==> config.mk <==
export PLATFORM = sky130hd
export DESIGN_NAME = cam_frame_packer
export DESIGN_NICKNAME = d
export VERILOG_FILES = /design/src/rtl/cam_pkg.sv /design/src/rtl/sync_fifo.sv /design/src/rtl/cam_frame_packer.sv
export SDC_FILE = /design/constraint.sdc
export NUM_CORES = 1
export LEC_CHECK = 0
export CORE_ASPECT_RATIO = 2
export CORE_MARGIN = 5
export CORE_UTILIZATION = 55
export DETAILED_ROUTE_END_ITERATION = 12
export PLACE_DENSITY = 0.75
export SETUP_SLACK_MARGIN = 0.3
export SLEW_MARGIN = 20
export SYNTH_ARGS = -nofsm -noshare
export SYNTH_HDL_FRONTEND = slang
export SYNTH_HIERARCHICAL = 1
export SYNTH_SLANG_ARGS = --single-unit
==> constraint.sdc <==
create_clock -name CLK -period 3.5 [get_ports CLK]
set_input_delay 0.525 -clock CLK [delete_from_list [all_inputs] [get_ports CLK]]
set_output_delay 0.525 -clock CLK [all_outputs]
set_load 0.005 [all_outputs]
==> src/rtl/cam_pkg.sv <==
// Shared types and helpers for the camera frame packer.
package cam_pkg;

    typedef enum logic [1:0] {
        stIdle,
        stArmed,
        stCapture,
        stFlush
    } cam_state_e;

    localparam logic [7:0] HDR_MARK_DEFAULT = 8'hA5;

    // Smallest n such that 2**n >= value.
    function automatic int unsigned log2_ceil(input int unsigned value);
        int unsigned res;
        res = 0;
        for (int unsigned i = 0; i < 32; i++) begin
            if ((64'd1 << i) < 64'(value)) begin
                res = i + 1;
            end
        end
        return res;
    endfunction

endpackage

==> src/rtl/sync_fifo.sv <==
// Single-clock FIFO with a registered output stage; capacity (memory plus output
// register) is DEPTH words.
module sync_fifo
    import cam_pkg::*;
#(
    parameter int unsigned DW    = 16,
    parameter int unsigned DEPTH = 16
) (
    input  logic          clk_i,
    input  logic          srst_i,
    input  logic          wr_en_i,
    input  logic [DW-1:0] wr_data_i,
    input  logic          rd_en_i,
    output logic [DW-1:0] rd_data_o,
    output logic          rd_valid_o,
    output logic          full_o,
    output logic          empty_o
);

    localparam int unsigned AW = log2_ceil(DEPTH);
    localparam int unsigned CW = log2_ceil(DEPTH + 1);

    logic [DW-1:0] mem_q [DEPTH];
    logic [AW-1:0] wr_ptr_q, rd_ptr_q;
    logic [CW-1:0] mem_cnt_q, mem_cnt_d, total_cnt;
    logic [DW-1:0] out_q;
    logic          out_vld_q, out_vld_d;
    logic          rd_fire, wr_fire, load_out;

    always_comb begin
        total_cnt = mem_cnt_q + CW'(out_vld_q);
        full_o    = (total_cnt == CW'(DEPTH));
        empty_o   = (total_cnt == '0);
        rd_fire   = rd_en_i & out_vld_q;
        // A pop frees a slot in the same cycle, so a write while full still lands.
        wr_fire   = wr_en_i & (~full_o | rd_fire);
        load_out  = (mem_cnt_q != '0) & (~out_vld_q | rd_fire);
        mem_cnt_d = mem_cnt_q + CW'(wr_fire) - CW'(load_out);
        out_vld_d = load_out | (out_vld_q & ~rd_fire);
    end

    always_ff @(posedge clk_i) begin
        if (srst_i) begin
            wr_ptr_q  <= '0;
            rd_ptr_q  <= '0;
            mem_cnt_q <= '0;
            out_q     <= '0;
            out_vld_q <= 1'b0;
        end else begin
            if (wr_fire) begin
                wr_ptr_q <= wr_ptr_q + AW'(1);
            end
            if (load_out) begin
                rd_ptr_q <= rd_ptr_q + AW'(1);
                out_q    <= mem_q[rd_ptr_q];
            end
            mem_cnt_q <= mem_cnt_d;
            out_vld_q <= out_vld_d;
        end
    end

    always_ff @(posedge clk_i) begin
        if (wr_fire) begin
            mem_q[wr_ptr_q] <= wr_data_i;
        end
    end

    assign rd_data_o  = out_q;
    assign rd_valid_o = out_vld_q;

endmodule

==> src/rtl/cam_frame_packer.sv <==
// Captures whole camera frames, prefixes a header word, checks geometry and
// serializes the buffered words high byte first onto a valid/ready byte stream.
module cam_frame_packer
    import cam_pkg::*;
#(
    parameter int unsigned WIDTH      = 640,
    parameter int unsigned HEIGHT     = 480,
    parameter int unsigned FIFO_DEPTH = 16,
    parameter logic [7:0]  HDR_MARK   = HDR_MARK_DEFAULT
) (
    input  logic        CLK,
    input  logic        SRST,
    input  logic [15:0] PIX_D_I,
    input  logic        PIX_DV_I,
    input  logic        LV_I,
    input  logic        FV_I,
    input  logic        CAPT_I,
    input  logic        CONT_I,
    output logic [7:0]  OUT_D_O,
    output logic        OUT_VALID_O,
    input  logic        OUT_READY_I,
    output logic        BUSY_O,
    output logic [7:0]  FRAME_CNT_O,
    output logic        OVF_O,
    output logic        SIZE_ERR_O
);

    localparam int unsigned COL_W  = log2_ceil(WIDTH + 1);
    localparam int unsigned LINE_W = log2_ceil(HEIGHT + 1);

    cam_state_e        state_q, state_d;
    logic              fv_q, lv_q;
    logic              fv_rise, fv_fall, lv_fall;
    logic [COL_W-1:0]  col_q, col_d, col_eff;
    logic [LINE_W-1:0] line_q, line_d, line_eff;
    logic [7:0]        frame_cnt_q, frame_cnt_d;
    logic              ovf_q, ovf_d;
    logic              size_err_q, size_err_d;
    logic              drop_q, drop_d;

    logic              fifo_wr_en, fifo_rd_en, fifo_rd_valid, fifo_full, fifo_empty;
    logic [15:0]       fifo_wr_data, fifo_rd_data;

    logic [15:0]       ser_word_q;
    logic              ser_vld_q, byte_sel_q;
    logic              out_fire, ser_load;

    assign fv_rise = FV_I & ~fv_q;
    assign fv_fall = ~FV_I & fv_q;
    assign lv_fall = ~LV_I & lv_q;

    always_comb begin
        state_d      = state_q;
        col_d        = col_q;
        line_d       = line_q;
        frame_cnt_d  = frame_cnt_q;
        ovf_d        = ovf_q;
        size_err_d   = size_err_q;
        drop_d       = drop_q;
        col_eff      = col_q;
        line_eff     = line_q;
        fifo_wr_en   = 1'b0;
        fifo_wr_data = PIX_D_I;

        unique case (state_q)
            stIdle: begin
                if (CAPT_I || CONT_I) begin
                    state_d    = stArmed;
                    ovf_d      = 1'b0;
                    size_err_d = 1'b0;
                end
            end
            stArmed: begin
                if (fv_rise) begin
                    state_d      = stCapture;
                    fifo_wr_en   = 1'b1;
                    fifo_wr_data = {HDR_MARK, frame_cnt_q};
                    col_d        = '0;
                    line_d       = '0;
                    drop_d       = 1'b0;
                    // The header owns this cycle's write slot; a pixel here is lost.
                    if (PIX_DV_I) begin
                        size_err_d = 1'b1;
                    end
                end
            end
            stCapture: begin
                if (PIX_DV_I) begin
                    fifo_wr_en = ~drop_q;
                    col_eff    = (&col_q) ? col_q : col_q + COL_W'(1);
                end
                col_d = col_eff;
                if (lv_fall) begin
                    if (col_eff != COL_W'(WIDTH)) begin
                        size_err_d = 1'b1;
                    end
                    col_d    = '0;
                    line_eff = (&line_q) ? line_q : line_q + LINE_W'(1);
                end
                line_d = line_eff;
                if (fv_fall) begin
                    if (line_eff != LINE_W'(HEIGHT)) begin
                        size_err_d = 1'b1;
                    end
                    frame_cnt_d = frame_cnt_q + 8'd1;
                    state_d     = stFlush;
                end
            end
            stFlush: begin
                if (fifo_empty && !ser_vld_q) begin
                    state_d = CONT_I ? stArmed : stIdle;
                end
            end
            default: state_d = stIdle;
        endcase

        // Once a word is lost the rest of the frame is dropped to keep the stream aligned.
        if (fifo_wr_en && fifo_full && !fifo_rd_en) begin
            ovf_d  = 1'b1;
            drop_d = 1'b1;
        end
    end

    always_ff @(posedge CLK) begin
        if (SRST) begin
            state_q     <= stIdle;
            fv_q        <= 1'b0;
            lv_q        <= 1'b0;
            col_q       <= '0;
            line_q      <= '0;
            frame_cnt_q <= '0;
            ovf_q       <= 1'b0;
            size_err_q  <= 1'b0;
            drop_q      <= 1'b0;
        end else begin
            state_q     <= state_d;
            fv_q        <= FV_I;
            lv_q        <= LV_I;
            col_q       <= col_d;
            line_q      <= line_d;
            frame_cnt_q <= frame_cnt_d;
            ovf_q       <= ovf_d;
            size_err_q  <= size_err_d;
            drop_q      <= drop_d;
        end
    end

    sync_fifo #(
        .DW    (16),
        .DEPTH (FIFO_DEPTH)
    ) u_fifo (
        .clk_i      (CLK),
        .srst_i     (SRST),
        .wr_en_i    (fifo_wr_en),
        .wr_data_i  (fifo_wr_data),
        .rd_en_i    (fifo_rd_en),
        .rd_data_o  (fifo_rd_data),
        .rd_valid_o (fifo_rd_valid),
        .full_o     (fifo_full),
        .empty_o    (fifo_empty)
    );

    // Reload on the same edge the low byte is taken so the stream has no bubble.
    assign out_fire   = ser_vld_q & OUT_READY_I;
    assign ser_load   = fifo_rd_valid & (~ser_vld_q | (out_fire & byte_sel_q));
    assign fifo_rd_en = ser_load;

    always_ff @(posedge CLK) begin
        if (SRST) begin
            ser_word_q <= '0;
            ser_vld_q  <= 1'b0;
            byte_sel_q <= 1'b0;
        end else if (ser_load) begin
            ser_word_q <= fifo_rd_data;
            ser_vld_q  <= 1'b1;
            byte_sel_q <= 1'b0;
        end else if (out_fire) begin
            if (!byte_sel_q) begin
                byte_sel_q <= 1'b1;
            end else begin
                ser_vld_q  <= 1'b0;
                byte_sel_q <= 1'b0;
            end
        end
    end

    assign OUT_D_O     = byte_sel_q ? ser_word_q[7:0] : ser_word_q[15:8];
    assign OUT_VALID_O = ser_vld_q;
    assign BUSY_O      = (state_q != stIdle);
    assign FRAME_CNT_O = frame_cnt_q;
    assign OVF_O       = ovf_q;
    assign SIZE_ERR_O  = size_err_q;

endmodule

==> out/qor.csv, run 1 <==
stage,metric,value,unit
status,status,completed,
detailed_routing,wire_per_inst,23.69,um
clocking,htreeDepth,1,
synthesis,synthTopCellsByCount,"edfxtp_1 (256), dfxtp_1 (82), mux4_2 (64), nand2_1 (63), nor2_1 (50)",
synthesis,synth_top_area_share,53.90,%
critical_path,critPathMaxFanout,5,
floorplan,chipWidth,123.9,um
clocking,clockRootBuffer,clkbuf_16,
hold_path,whs_endpoint,fv_q,
critical_path,timing.rr.start,state_q[1],
power,cellInternalPower,7.374,mW
grt,antenna_found_initial,0,
synthesis,synth_edf_count,256,
synthesis,synth-seq-cells,338,
hold_path,min_path_type,input port to flip-flop,
critical_path,worstPathArrival,3460,ps
hold_path,holdPathStages,2,
sta,fin_crit_sh,85.18,%
critical_path,critPathMaxStageDelay,450,ps
sta,period_minus_slack,2981,ps
grt,grt_pass1_vias,8360,
floorplan,initial_core_util,55.60,%
detailed_routing,viasPerCell,6.018,
placed_design,placement.io_buffers,43,
synthesis,synth_area_leaders,"edfxtp_1 (54%), dfxtp_1 (12%), mux4_2 (10%)",
sta,tns,0,ps
critical_path,setup.worst_path.start_class,flip-flop,
clocking,clk_latency,550,ps
layout,nFillCells,1886,
synthesis,synth_cells,921,
grt,grt_max_degree,41,
layout,layout-drive-gt1-share,20.52,%
synthesis,synth_most_common_cell,edfxtp_1,
detailed_routing,drt_iter0_markers,540,
synthesis,ys_types,68,
sta,finClkSkew,17.47,ps
critical_path,cpMaxStageDelayCell,dfxtp_1,
placed_design,dp_hpwl,20350,um
detailed_routing,drc,0,
detailed_routing,vias,8124,
sta,fmaxAchievable,0.3354,GHz
synthesis,synth_area,14260,um2
grt,grt_overflow,0,
critical_path,r2r_setup_slack,520,ps
synthesis,yosys_warnings,6,
floorplan,die_y,237.7,um
sta,worst_pin_slew,1149,ps
sta,hold_viol,0,
clocking,cts_buffers,26,
detailed_routing,ant_nets,0,
power,power,10.29,mW
critical_path,r2r_end,u_fifo/mem_cnt_q[4],
critical_path,end_kind,flip-flop,
sta,setup_viol,0,
clocking,cts_tree,yes,
power,power_density,638.4,nW/um2
critical_path,cp.required,3980,ps
power,p_sw,2.919,mW
detailed_routing,drt_first_pass_iters,5,
power,p_leak,5.248,nW
detailed_routing,routed_wl,31980,um
sta,rsz0062_at_grt,no,
synthesis,synth.avg_cell_area,15.49,um2
synthesis,seq_area_frac_synth,65.41,%
synthesis,synth_top_cell_by_area,edfxtp_1,
clocking,cts.clk_slew.worst_paths,80,ps
grt,grt.total_usage,22.36,%
clocking,clock_sinks,338,
critical_path,reg2regPathDepth,14,
floorplan,ioPinCount,44,
power,pwr-share-comb,22.9,%
floorplan,core_region_area,25650,um2
critical_path,path_cells,"ha_4, inv_2, o31ai_1, and2_4, a21boi_2, inv_1, ha_1, inv_1, ha_1, fa_2, a21oi_1, nor2_1, or3_1, a21oi_1",
sta,relSlewSlack,23.37,%
layout,syn_to_final_growth,13.05,%
layout,nets,1037,
placed_design,gp_congestion,0.7883,
synthesis,syn_nets,968,
clocking,ctsHoldBuffers,0,
sta,slew_viol_final,0,
hold_path,hp-start,SRST,
power,peakVddDrop,0.0003493,V
power,pwr-share-clk,29.3,%
grt,grt_first_pass_wirelength,48380,um
power,seqPwrFrac,47.8,%
flow_run,maxCapViolations,0,
floorplan,rows,83,
synthesis,ys.flop_type,edfxtp_1,
critical_path,worst-setup-path-type,flip-flop to flip-flop,
power,sw_frac_of_total,28.36,%
floorplan,die-area,29450,um2
synthesis,async_flop_share,0,%
clocking,cts_buffer_depth,3,
state kept, by name (all words and copies together) (netlist names):
name and count:
OUT_VALID_O 1, line_q 9, u_fifo/rd_valid_o 1, u_fifo/wr_ptr_q 4
ser_word_q 16, u_fifo/mem_q 256, OVF_O 1, u_fifo/rd_ptr_q 4
col_q 10, FRAME_CNT_O 8, byte_sel_q 1, state_q 2
SIZE_ERR_O 1, fv_q 1, drop_q 1, u_fifo/mem_cnt_q 5
lv_q 1, u_fifo/rd_data_o 16
layer usage:
metal  vias to the layer above  track usage [%]  share of wire (%)
met2                       205            43.73                 60
met3                        68            2.667                4.1
li1                       3707                -                  -
met4                         0            9.513                3.5
met1                      4144            22.97                 33
met5                         -                0                  0
cells by family (layout without fill, tap and decap cells):
family                   Yosys count  count (layout)  synth area share [%]
flip-flops                       338             338                 65.41
multiplexers                     120             120                 14.20
other                              0               1                     0
XOR/XNOR                          18              18                 1.105
AND/OR/NAND/NOR                  237             237                 8.782
AO/OA/AOI/OAI                    118             118                 6.080
adder cells (fa/ha/maj)           23              23                 2.070
buffers and inverters             67             155                 2.351
power by group through the flow:
stage          logic, mW  clock network (mW)  registers, mW
4_1_cts             2.34                3.07           4.91
6_report            2.36                3.02           4.92
3_3_place_gp        2.27                   0           4.99
5_1_grt             2.57                3.22           4.95
2_1_floorplan       1.88                   0           4.78
3_5_place_dp        2.33                   0           4.99
final cells by class:
type / count / area, um2 / area share (%)
diodes: 1 / 2.502 / 0.01552
multi-input cells: 516 / 4648 / 28.83
flip-flops and latches: 338 / 9338 / 57.92
clock buffers: 35 / 725.7 / 4.501
well taps: 340 / 425.4 / 2.639
clock inverters: 12 / 142.6 / 0.8847
inverters: 23 / 87.58 / 0.5432
repair buffers: 85 / 753.2 / 4.672
worst max-delay path, delay by kind of cell (launching register included):
kind | cells | cell delay [ps]
fa+ha+maj | 4 | 1060
compound gates | 4 | 660
simple gates | 3 | 590
flops | 1 | 450
buf+inv | 3 | 150
repair_timing:
item                                   4_1_cts  5_1_grt
gates resized for setup                      0       11
buffers inserted                             0        1
setup endpoints to repair                    0        1
endpoints found under the hold margin        0        0
cells in the final DEF (no fill, tap or decap), types with 27 or more instances in the layout:
cell type,count
nand2_1,63
edfxtp_1,256
mux4_2,64
a21oi_1,48
buf_4,41
nor2_1,50
dfxtp_1,77
mux2i_1,37
clkdlybuf4s50_1,42
clkbuf_16,27
how the worst max path moves through the flow:
stage                     start             endpoint  slack [ps]  cells after the start
finish               state_q[1]  u_fifo/mem_cnt_q[4]         520                     14
global route         state_q[1]  u_fifo/mem_cnt_q[4]         310                     14
CTS                  state_q[0]  u_fifo/mem_cnt_q[4]         360                     15
detailed placement  OUT_READY_I  u_fifo/mem_cnt_q[4]          40                     15
global placement    OUT_READY_I  u_fifo/mem_cnt_q[4]          30                     15
floorplan            state_q[1]  u_fifo/mem_cnt_q[4]         300                     17
metrics by stage:
stage | cell area [um2] | std cells | utilization (%) | worst slack [ps] | hold slack [ps]
finish | 16120 | 1350 | 62.86 | 518.9 | 415.0
global placement | 15200 | 1301 | 59.27 | 27.66 | 441.9
global route | 16120 | 1349 | 62.85 | 312.2 | 445.7
CTS | 16070 | 1348 | 62.65 | 358.9 | 405.2
detailed placement | 15200 | 1301 | 59.27 | 36.72 | 443.3
floorplan | 14280 | 921 | - | 302.1 | 431.9
Note: power is estimated with default switching activity, not from simulation.
==> run 2: changes to the inputs <==
SLEW_MARGIN = 5   (was 20)
TNS_END_PERCENT = 10   (was not set)
==> results of run 2 <==
No change in the layout: final DEF, timing and power equal those of run 1.
==> run 3: changes to the inputs <==
ABC_CLOCK_PERIOD_IN_PS = 3500   (was not set)
CTS_CLUSTER_DIAMETER = 150   (was not set)
==> results of run 3 <==
No change in the layout: final DEF, timing and power equal those of run 1.
